--- config.mk ---
export PLATFORM = sky130hd
export DESIGN_NAME = dw_ram_rw_s_be_zinit_flat
export DESIGN_NICKNAME = d
export VERILOG_FILES = /design/src/rtl/dw_ram_rw_s_be_zinit_if.sv /design/src/rtl/dw_ram_rw_s_be_zinit.sv /design/src/flat_wrapper.sv
export SDC_FILE = /design/constraint.sdc
export NUM_CORES = 2
export LEC_CHECK = 0
export ABC_CLOCK_PERIOD_IN_PS = 5300
export BUFFER_PORTS_ARGS = -buffer_cell sky130_fd_sc_hd__buf_2
export CORE_MARGIN = 8
export CORE_UTILIZATION = 45
export DETAILED_ROUTE_END_ITERATION = 10
export HOLD_SLACK_MARGIN = 0.15
export RECOVER_POWER = 50
export SYNTH_ARGS = -nofsm -noshare
export SYNTH_HDL_FRONTEND = slang
export SYNTH_SLANG_ARGS = --single-unit
export TNS_END_PERCENT = 1
--- constraint.sdc ---
create_clock -name i_clk -period 5.3 [get_ports i_clk]
set_input_delay 0.265 -clock i_clk [delete_from_list [all_inputs] [get_ports i_clk]]
set_output_delay 0.265 -clock i_clk [all_outputs]
set_load 0.02 [all_outputs]
--- src/rtl/dw_ram_rw_s_be_zinit_if.sv ---
// Purpose: request/response bundle for the self-initialising single-port RAM.
// Latency: none (signal container only).
// Backpressure: none; the slave reports busy and silently drops requests while set.
interface dw_ram_rw_s_be_zinit_if #(
    parameter int DATA_WIDTH = 32,
    parameter int ADDR_WIDTH = 6
);
    logic                      clr;
    logic                      cs_n;
    logic                      wr_n;
    logic [DATA_WIDTH/8-1:0]   be;
    logic [ADDR_WIDTH-1:0]     rw_addr;
    logic [DATA_WIDTH-1:0]     data_in;
    logic [DATA_WIDTH-1:0]     data_out;
    logic                      rd_valid;
    logic                      busy;

    modport master (
        output clr, cs_n, wr_n, be, rw_addr, data_in,
        input  data_out, rd_valid, busy
    );

    modport slave (
        input  clr, cs_n, wr_n, be, rw_addr, data_in,
        output data_out, rd_valid, busy
    );
endinterface

--- src/rtl/dw_ram_rw_s_be_zinit.sv ---
// Purpose: single-port RAM with byte-enable writes and a hardware fill-to-INIT_VAL sequencer.
// Latency: read data 1 cycle (RD_PIPE=0) or 2 cycles (RD_PIPE=1), throughput one read per cycle.
// Backpressure: none; while busy (init running) or clr is high, requests are dropped.
module dw_ram_rw_s_be_zinit #(
    parameter int                    DATA_WIDTH = 32,
    parameter int                    DEPTH      = 64,
    parameter int                    ADDR_WIDTH = 6,
    parameter int                    RD_PIPE    = 0,
    parameter logic [DATA_WIDTH-1:0] INIT_VAL   = '0
) (
    input  logic                   i_clk,
    input  logic                   i_rst_n,
    dw_ram_rw_s_be_zinit_if.slave  s_if
);

    localparam int                  LP_NBYTES = DATA_WIDTH / 8;
    // DEPTH widened by one bit so the range check also works when DEPTH == 2**ADDR_WIDTH
    localparam logic [ADDR_WIDTH:0]   LP_DEPTH = (ADDR_WIDTH+1)'(DEPTH);
    localparam logic [ADDR_WIDTH-1:0] LP_LAST  = ADDR_WIDTH'(DEPTH - 1);

    typedef enum logic {
        ST_INIT = 1'b0,
        ST_IDLE = 1'b1
    } state_t;

    state_t                  r_state;
    state_t                  w_state_nxt;
    logic [ADDR_WIDTH-1:0]   r_init_ptr;
    logic [ADDR_WIDTH-1:0]   w_init_ptr_nxt;

    logic [DATA_WIDTH-1:0]   r_mem [0:DEPTH-1];

    logic                    w_busy;
    logic                    w_user_ok;
    logic                    w_in_range;
    logic                    w_wr_req;
    logic                    w_rd_req;

    logic                    r_rd_vld1;
    logic [DATA_WIDTH-1:0]   r_rd_dat1;
    logic                    w_rd_vld_out;
    logic [DATA_WIDTH-1:0]   w_rd_dat_out;

    // State and fill pointer register; reset restarts the fill from word 0
    always_ff @(posedge i_clk or negedge i_rst_n) begin
        if (!i_rst_n) begin
            r_state    <= ST_INIT;
            r_init_ptr <= '0;
        end else begin
            r_state    <= w_state_nxt;
            r_init_ptr <= w_init_ptr_nxt;
        end
    end

    // Next state, fill pointer and request qualification; clr wins over everything
    always_comb begin
        w_state_nxt    = r_state;
        w_init_ptr_nxt = r_init_ptr;
        w_busy         = 1'b0;
        w_user_ok      = 1'b0;
        if (s_if.clr) begin
            w_state_nxt    = ST_INIT;
            w_init_ptr_nxt = '0;
        end else if (r_state == ST_INIT) begin
            if (r_init_ptr == LP_LAST) begin
                w_state_nxt    = ST_IDLE;
                w_init_ptr_nxt = '0;
            end else begin
                w_init_ptr_nxt = r_init_ptr + 1'b1;
            end
        end
        case (r_state)
            ST_INIT: w_busy    = 1'b1;
            ST_IDLE: w_user_ok = !s_if.clr;
            default: w_busy    = 1'b1;
        endcase
    end

    assign w_in_range = ({1'b0, s_if.rw_addr} < LP_DEPTH);
    assign w_wr_req   = w_user_ok && !s_if.cs_n && !s_if.wr_n && w_in_range;
    // Out-of-range reads still produce a (zero) response
    assign w_rd_req   = w_user_ok && !s_if.cs_n &&  s_if.wr_n;

    // Array write port: fill word during init, byte-masked user write in idle
    always_ff @(posedge i_clk) begin
        if (r_state == ST_INIT) begin
            r_mem[r_init_ptr] <= INIT_VAL;
        end else if (w_wr_req) begin
            for (int i = 0; i < LP_NBYTES; i++) begin
                if (s_if.be[i]) begin
                    r_mem[s_if.rw_addr][8*i +: 8] <= s_if.data_in[8*i +: 8];
                end
            end
        end
    end

    // First read stage: registered array output, held between reads
    always_ff @(posedge i_clk or negedge i_rst_n) begin
        if (!i_rst_n) begin
            r_rd_vld1 <= 1'b0;
            r_rd_dat1 <= '0;
        end else begin
            r_rd_vld1 <= w_rd_req;
            if (w_rd_req) begin
                r_rd_dat1 <= w_in_range ? r_mem[s_if.rw_addr] : '0;
            end
        end
    end

    generate
        if (RD_PIPE == 0) begin : g_pipe0
            assign w_rd_vld_out = r_rd_vld1;
            assign w_rd_dat_out = r_rd_dat1;
        end else begin : g_pipe1
            logic                  r_rd_vld2;
            logic [DATA_WIDTH-1:0] r_rd_dat2;

            // Optional output stage; only loads when stage one carries a result
            always_ff @(posedge i_clk or negedge i_rst_n) begin
                if (!i_rst_n) begin
                    r_rd_vld2 <= 1'b0;
                    r_rd_dat2 <= '0;
                end else begin
                    r_rd_vld2 <= r_rd_vld1;
                    if (r_rd_vld1) begin
                        r_rd_dat2 <= r_rd_dat1;
                    end
                end
            end

            assign w_rd_vld_out = r_rd_vld2;
            assign w_rd_dat_out = r_rd_dat2;
        end
    endgenerate

    assign s_if.data_out = w_rd_dat_out;
    assign s_if.rd_valid = w_rd_vld_out;
    assign s_if.busy     = w_busy;

endmodule

--- src/flat_wrapper.sv ---
// flat-port wrapper written by rule: the top's interface ports become plain ports
module dw_ram_rw_s_be_zinit_flat 
#(
    parameter int                    DATA_WIDTH = 32,
    parameter int                    DEPTH      = 64,
    parameter int                    ADDR_WIDTH = 6,
    parameter int                    RD_PIPE    = 0,
    parameter logic [DATA_WIDTH-1:0] INIT_VAL   = '0
)
  (i_clk, i_rst_n, s_if_clr, s_if_cs_n, s_if_wr_n, s_if_be, s_if_rw_addr, s_if_data_in, s_if_data_out, s_if_rd_valid, s_if_busy);
  dw_ram_rw_s_be_zinit_if #(.DATA_WIDTH(DATA_WIDTH), .ADDR_WIDTH(ADDR_WIDTH)) s_if_i ();
  input  logic i_clk;
  input  logic i_rst_n;
  input wire logic [$bits(s_if_i.clr)-1:0] s_if_clr;
  input wire logic [$bits(s_if_i.cs_n)-1:0] s_if_cs_n;
  input wire logic [$bits(s_if_i.wr_n)-1:0] s_if_wr_n;
  input wire logic [$bits(s_if_i.be)-1:0] s_if_be;
  input wire logic [$bits(s_if_i.rw_addr)-1:0] s_if_rw_addr;
  input wire logic [$bits(s_if_i.data_in)-1:0] s_if_data_in;
  output wire logic [$bits(s_if_i.data_out)-1:0] s_if_data_out;
  output wire logic [$bits(s_if_i.rd_valid)-1:0] s_if_rd_valid;
  output wire logic [$bits(s_if_i.busy)-1:0] s_if_busy;
  assign s_if_i.clr = s_if_clr;
  assign s_if_i.cs_n = s_if_cs_n;
  assign s_if_i.wr_n = s_if_wr_n;
  assign s_if_i.be = s_if_be;
  assign s_if_i.rw_addr = s_if_rw_addr;
  assign s_if_i.data_in = s_if_data_in;
  assign s_if_data_out = s_if_i.data_out;
  assign s_if_rd_valid = s_if_i.rd_valid;
  assign s_if_busy = s_if_i.busy;
  dw_ram_rw_s_be_zinit #(.DATA_WIDTH(DATA_WIDTH), .DEPTH(DEPTH), .ADDR_WIDTH(ADDR_WIDTH), .RD_PIPE(RD_PIPE), .INIT_VAL(INIT_VAL)) u_core (.i_clk(i_clk), .i_rst_n(i_rst_n), .s_if(s_if_i));
endmodule
==> results.ini <==
[route]
drc = 0
drt-pass1-iter-count = 6
wl_per_cell_um = 29.2
drt_iter0_markers = 4024
vias_per_cell = 5.88
wl_um = 198000
drtAntennaViolNets = 0
vias = 39900

[worst_setup_path]
worstSetupStartpointType = flop
crit_type = flop to flop
crit_required_ns = 5.77
r2r_slack_ns = 0.58
critPathArrivalTime_ns = 5.19
worstRegToRegCells = 5
endpoint_kind = flop
rr_startpoint = u_core.r_state
reg2reg_to = u_core.r_mem[14][31]
cp_max_fo = 31

[sta]
max-slew-margin-rel = -1.08
setup_violations = 0
setup_tns_ns = 0
worstMarginPinSlew_ns = 3.12
slew_violations = 868
final_hold_viol_count = 0
skew_ns = 0.0324
period_minus_slack_ns = 4.72
rsz0062_at_grt = false
finalCritPeriodShare = 0.891
max_freq_mhz = 212

[pwr]
p_leak_nw = 30.3
p_sw_mw = 7.08
seqPwrFrac = 0.534
power_density_nw_per_um2 = 370
pwr-share-clk = 0.426
cell_internal_pwr_mw = 26.7
vdd_drop_max_mv = 0.345
p_comb_frac = 0.040
swShare = 0.209

[floorplanning]
die_width_um = 441
die-area_um2 = 195000
initial_core_util = 0.452
fp.dieH_um = 441
core_area_um2 = 180000
num_rows = 156
boundaryPins = 81

[logic_synthesis]
ys_types = 45
yosys_warnings = 0
ys.flop_type = edfxtp_1
synth.net_count = 4122
async_reset_ff_frac = 0.0192
synth_edf_count = 2048
yosysSeqAreaShare = 0.768
synth-seq-cells = 2088
syn_area_um2 = 81400
syn-mean-instance-area_um2 = 20.0
syn_inst = 4074

[final_layout]
stdcell_count = 6789
postLayoutCellArea_um2 = 91300
finalNetCount = 4287
nFillCells = 14300
area_delta_synth_final_pct = 12.2
final_common_cell = edfxtp_1
drive_gt1_frac = 0.183
layout_common_cells = 2048 x edfxtp_1, 452 x mux2i_1, 319 x mux4_2

[placed_design]
dp_hpwl_um = 123000
dpl-instance-area_um2 = 84700
io_buffers = 80
placedCellCount = 6385
place.gp.congestion = 0.819

[grt]
grt_max_degree = 130
antenna_found_initial = 3
grtUsageTotal = 0.202
grt_pass1_wl_um = 288000
overflow = 0
grt_pass1_vias = 40700

[hold_path]
min_from = s_if_clr
hold_path.class = input port to flop
whs_path_depth = 3
hold_end = u_core.r_init_ptr[0]

[cts]
post_cts_buffers = 0
htree_levels = 4
cts_buffers = 205
cts-resized-gates = 0
ctsLongestPathBuffers = 3
cts.sinks = 2088
clkTransAtPathRegs_ns = 0.06
root_buffer = clkbuf_16
cts_tree = done
clkLatencyLatePin_ns = 0.82

[flow_run]
cap_violations = 22

[status]
outcome = complete, but fails checks
violations = capacitance limit, slew limit

==> worst max-delay path by stage <==
stage	start	to	slack (ns)	depth (start not counted)
5_1_grt	u_core.r_state	u_core.r_mem[37][2]	0.28	5
3_3_place_gp	u_core.r_state	u_core.r_mem[31][25]	0.81	7
2_1_floorplan	s_if_clr	u_core.r_mem[0][10]	2.42	7
4_1_cts	u_core.r_state	u_core.r_mem[31][28]	0.81	7
6_report	u_core.r_state	u_core.r_mem[14][31]	0.58	5
3_5_place_dp	u_core.r_state	u_core.r_mem[31][29]	0.81	7
==> critical path: stages, from the launching register on <==
cell      delay (ns)
dfrtp_1         0.55
nor4b_2         0.43
o41a_2          0.56
buf_4           0.35
and2_0          1.52
clkbuf_1        0.86
==> Yosys cell counts, drive strengths merged (2+ instances only) <==
master | number | area, µm²
a2111oi | 33 | 289
a211oi | 64 | 480
a221o | 32 | 320
a22o | 32 | 280
a22oi | 161 | 1210
a31oi | 32 | 200
and2 | 33 | 206
buf | 171 | 918
clkbuf | 85 | 319
dfrtp | 40 | 1000
edfxtp | 2048 | 61500
inv | 4 | 15.0
mux2 | 33 | 372
mux2i | 452 | 4520
mux4 | 319 | 7180
nand2 | 59 | 231
nand2b | 4 | 25.0
nand3 | 39 | 195
nand3b | 3 | 22.5
nand4b | 3 | 26.3
nor2 | 268 | 1010
nor2b | 37 | 231
nor3 | 2 | 10.0
nor3b | 2 | 15.0
o211ai | 32 | 240
o21ai | 38 | 190
o22ai | 31 | 194
o31ai | 2 | 15.0
o41ai | 4 | 42.6
xnor2 | 2 | 17.5
==> cell families (layout without fill, tap and decap cells) <==
logic type	Yosys count	count (layout)	share of synthesized area
adder cells (fa/ha/maj)	1	1	0.000154
flip-flops	2088	2088	0.768
AND/OR/NAND/NOR	453	453	0.0245
AO/OA/AOI/OAI	465	465	0.0430
buffers and inverters	260	604	0.0154
multiplexers	804	804	0.148
XOR/XNOR	3	3	0.000323
other	0	1	0
==> through the flow <==
stage          power, mW  utilization  setup WS [ns]  hold slack [ns]
4_1_cts             34.0        0.508          0.805            0.162
3_3_place_gp        19.7        0.470          0.808            0.436
2_1_floorplan       19.2            -           2.42          -0.0306
3_5_place_dp        19.7        0.470          0.815            0.431
5_1_grt             34.7        0.507          0.282            0.277
6_report            33.8        0.507          0.579            0.286
==> repair_timing <==
action	CTS	global route
endpoints found under the hold margin	235	0
endpoints found under the setup margin	0	0
hold buffers	17	0
==> layer usage <==
layer / share of wire / GRT usage / wire (µm) / up-vias
met1: 0.42 / 0.283 / 83800 / 21000
met5: 0.00012 / 0 / 23 / -
li1: - / - / - / 17100
met4: 0.036 / 0.0724 / 7190 / 4
met2: 0.48 / 0.321 / 95000 / 1415
met3: 0.062 / 0.0362 / 12300 / 326
==> area by class of cell <==
cell class,count,area [µm²],area share
clock inverter,123,1170,0.0128
antenna,1,2.50,0.0000274
sequential,2088,62500,0.685
clock buffer,263,5470,0.0599
timing repair buffer,214,1450,0.0158
inverter,4,15.0,0.000164
tap,2370,2970,0.0325
multi-input combinational,1726,17700,0.194
==> state kept, by name, summed over array words and instances, names as in the netlist <==
signal / cells
u_core.r_init_ptr: 6
u_core.s_if.data_out: 32
u_core.r_mem: 2048
u_core.r_state: 1
u_core.s_if.rd_valid: 1
==> power by group through the flow <==
stage          Sequential, mW  Combinational [mW]  Clock (mW)
2_1_floorplan            18.4               0.856           0
3_3_place_gp             18.4                1.36           0
3_5_place_dp             18.4                1.36           0
4_1_cts                  18.0                1.38        14.6
5_1_grt                  18.0                1.43        15.2
6_report                 18.0                1.37        14.4
Note: power is estimated with default switching activity, not from simulation.
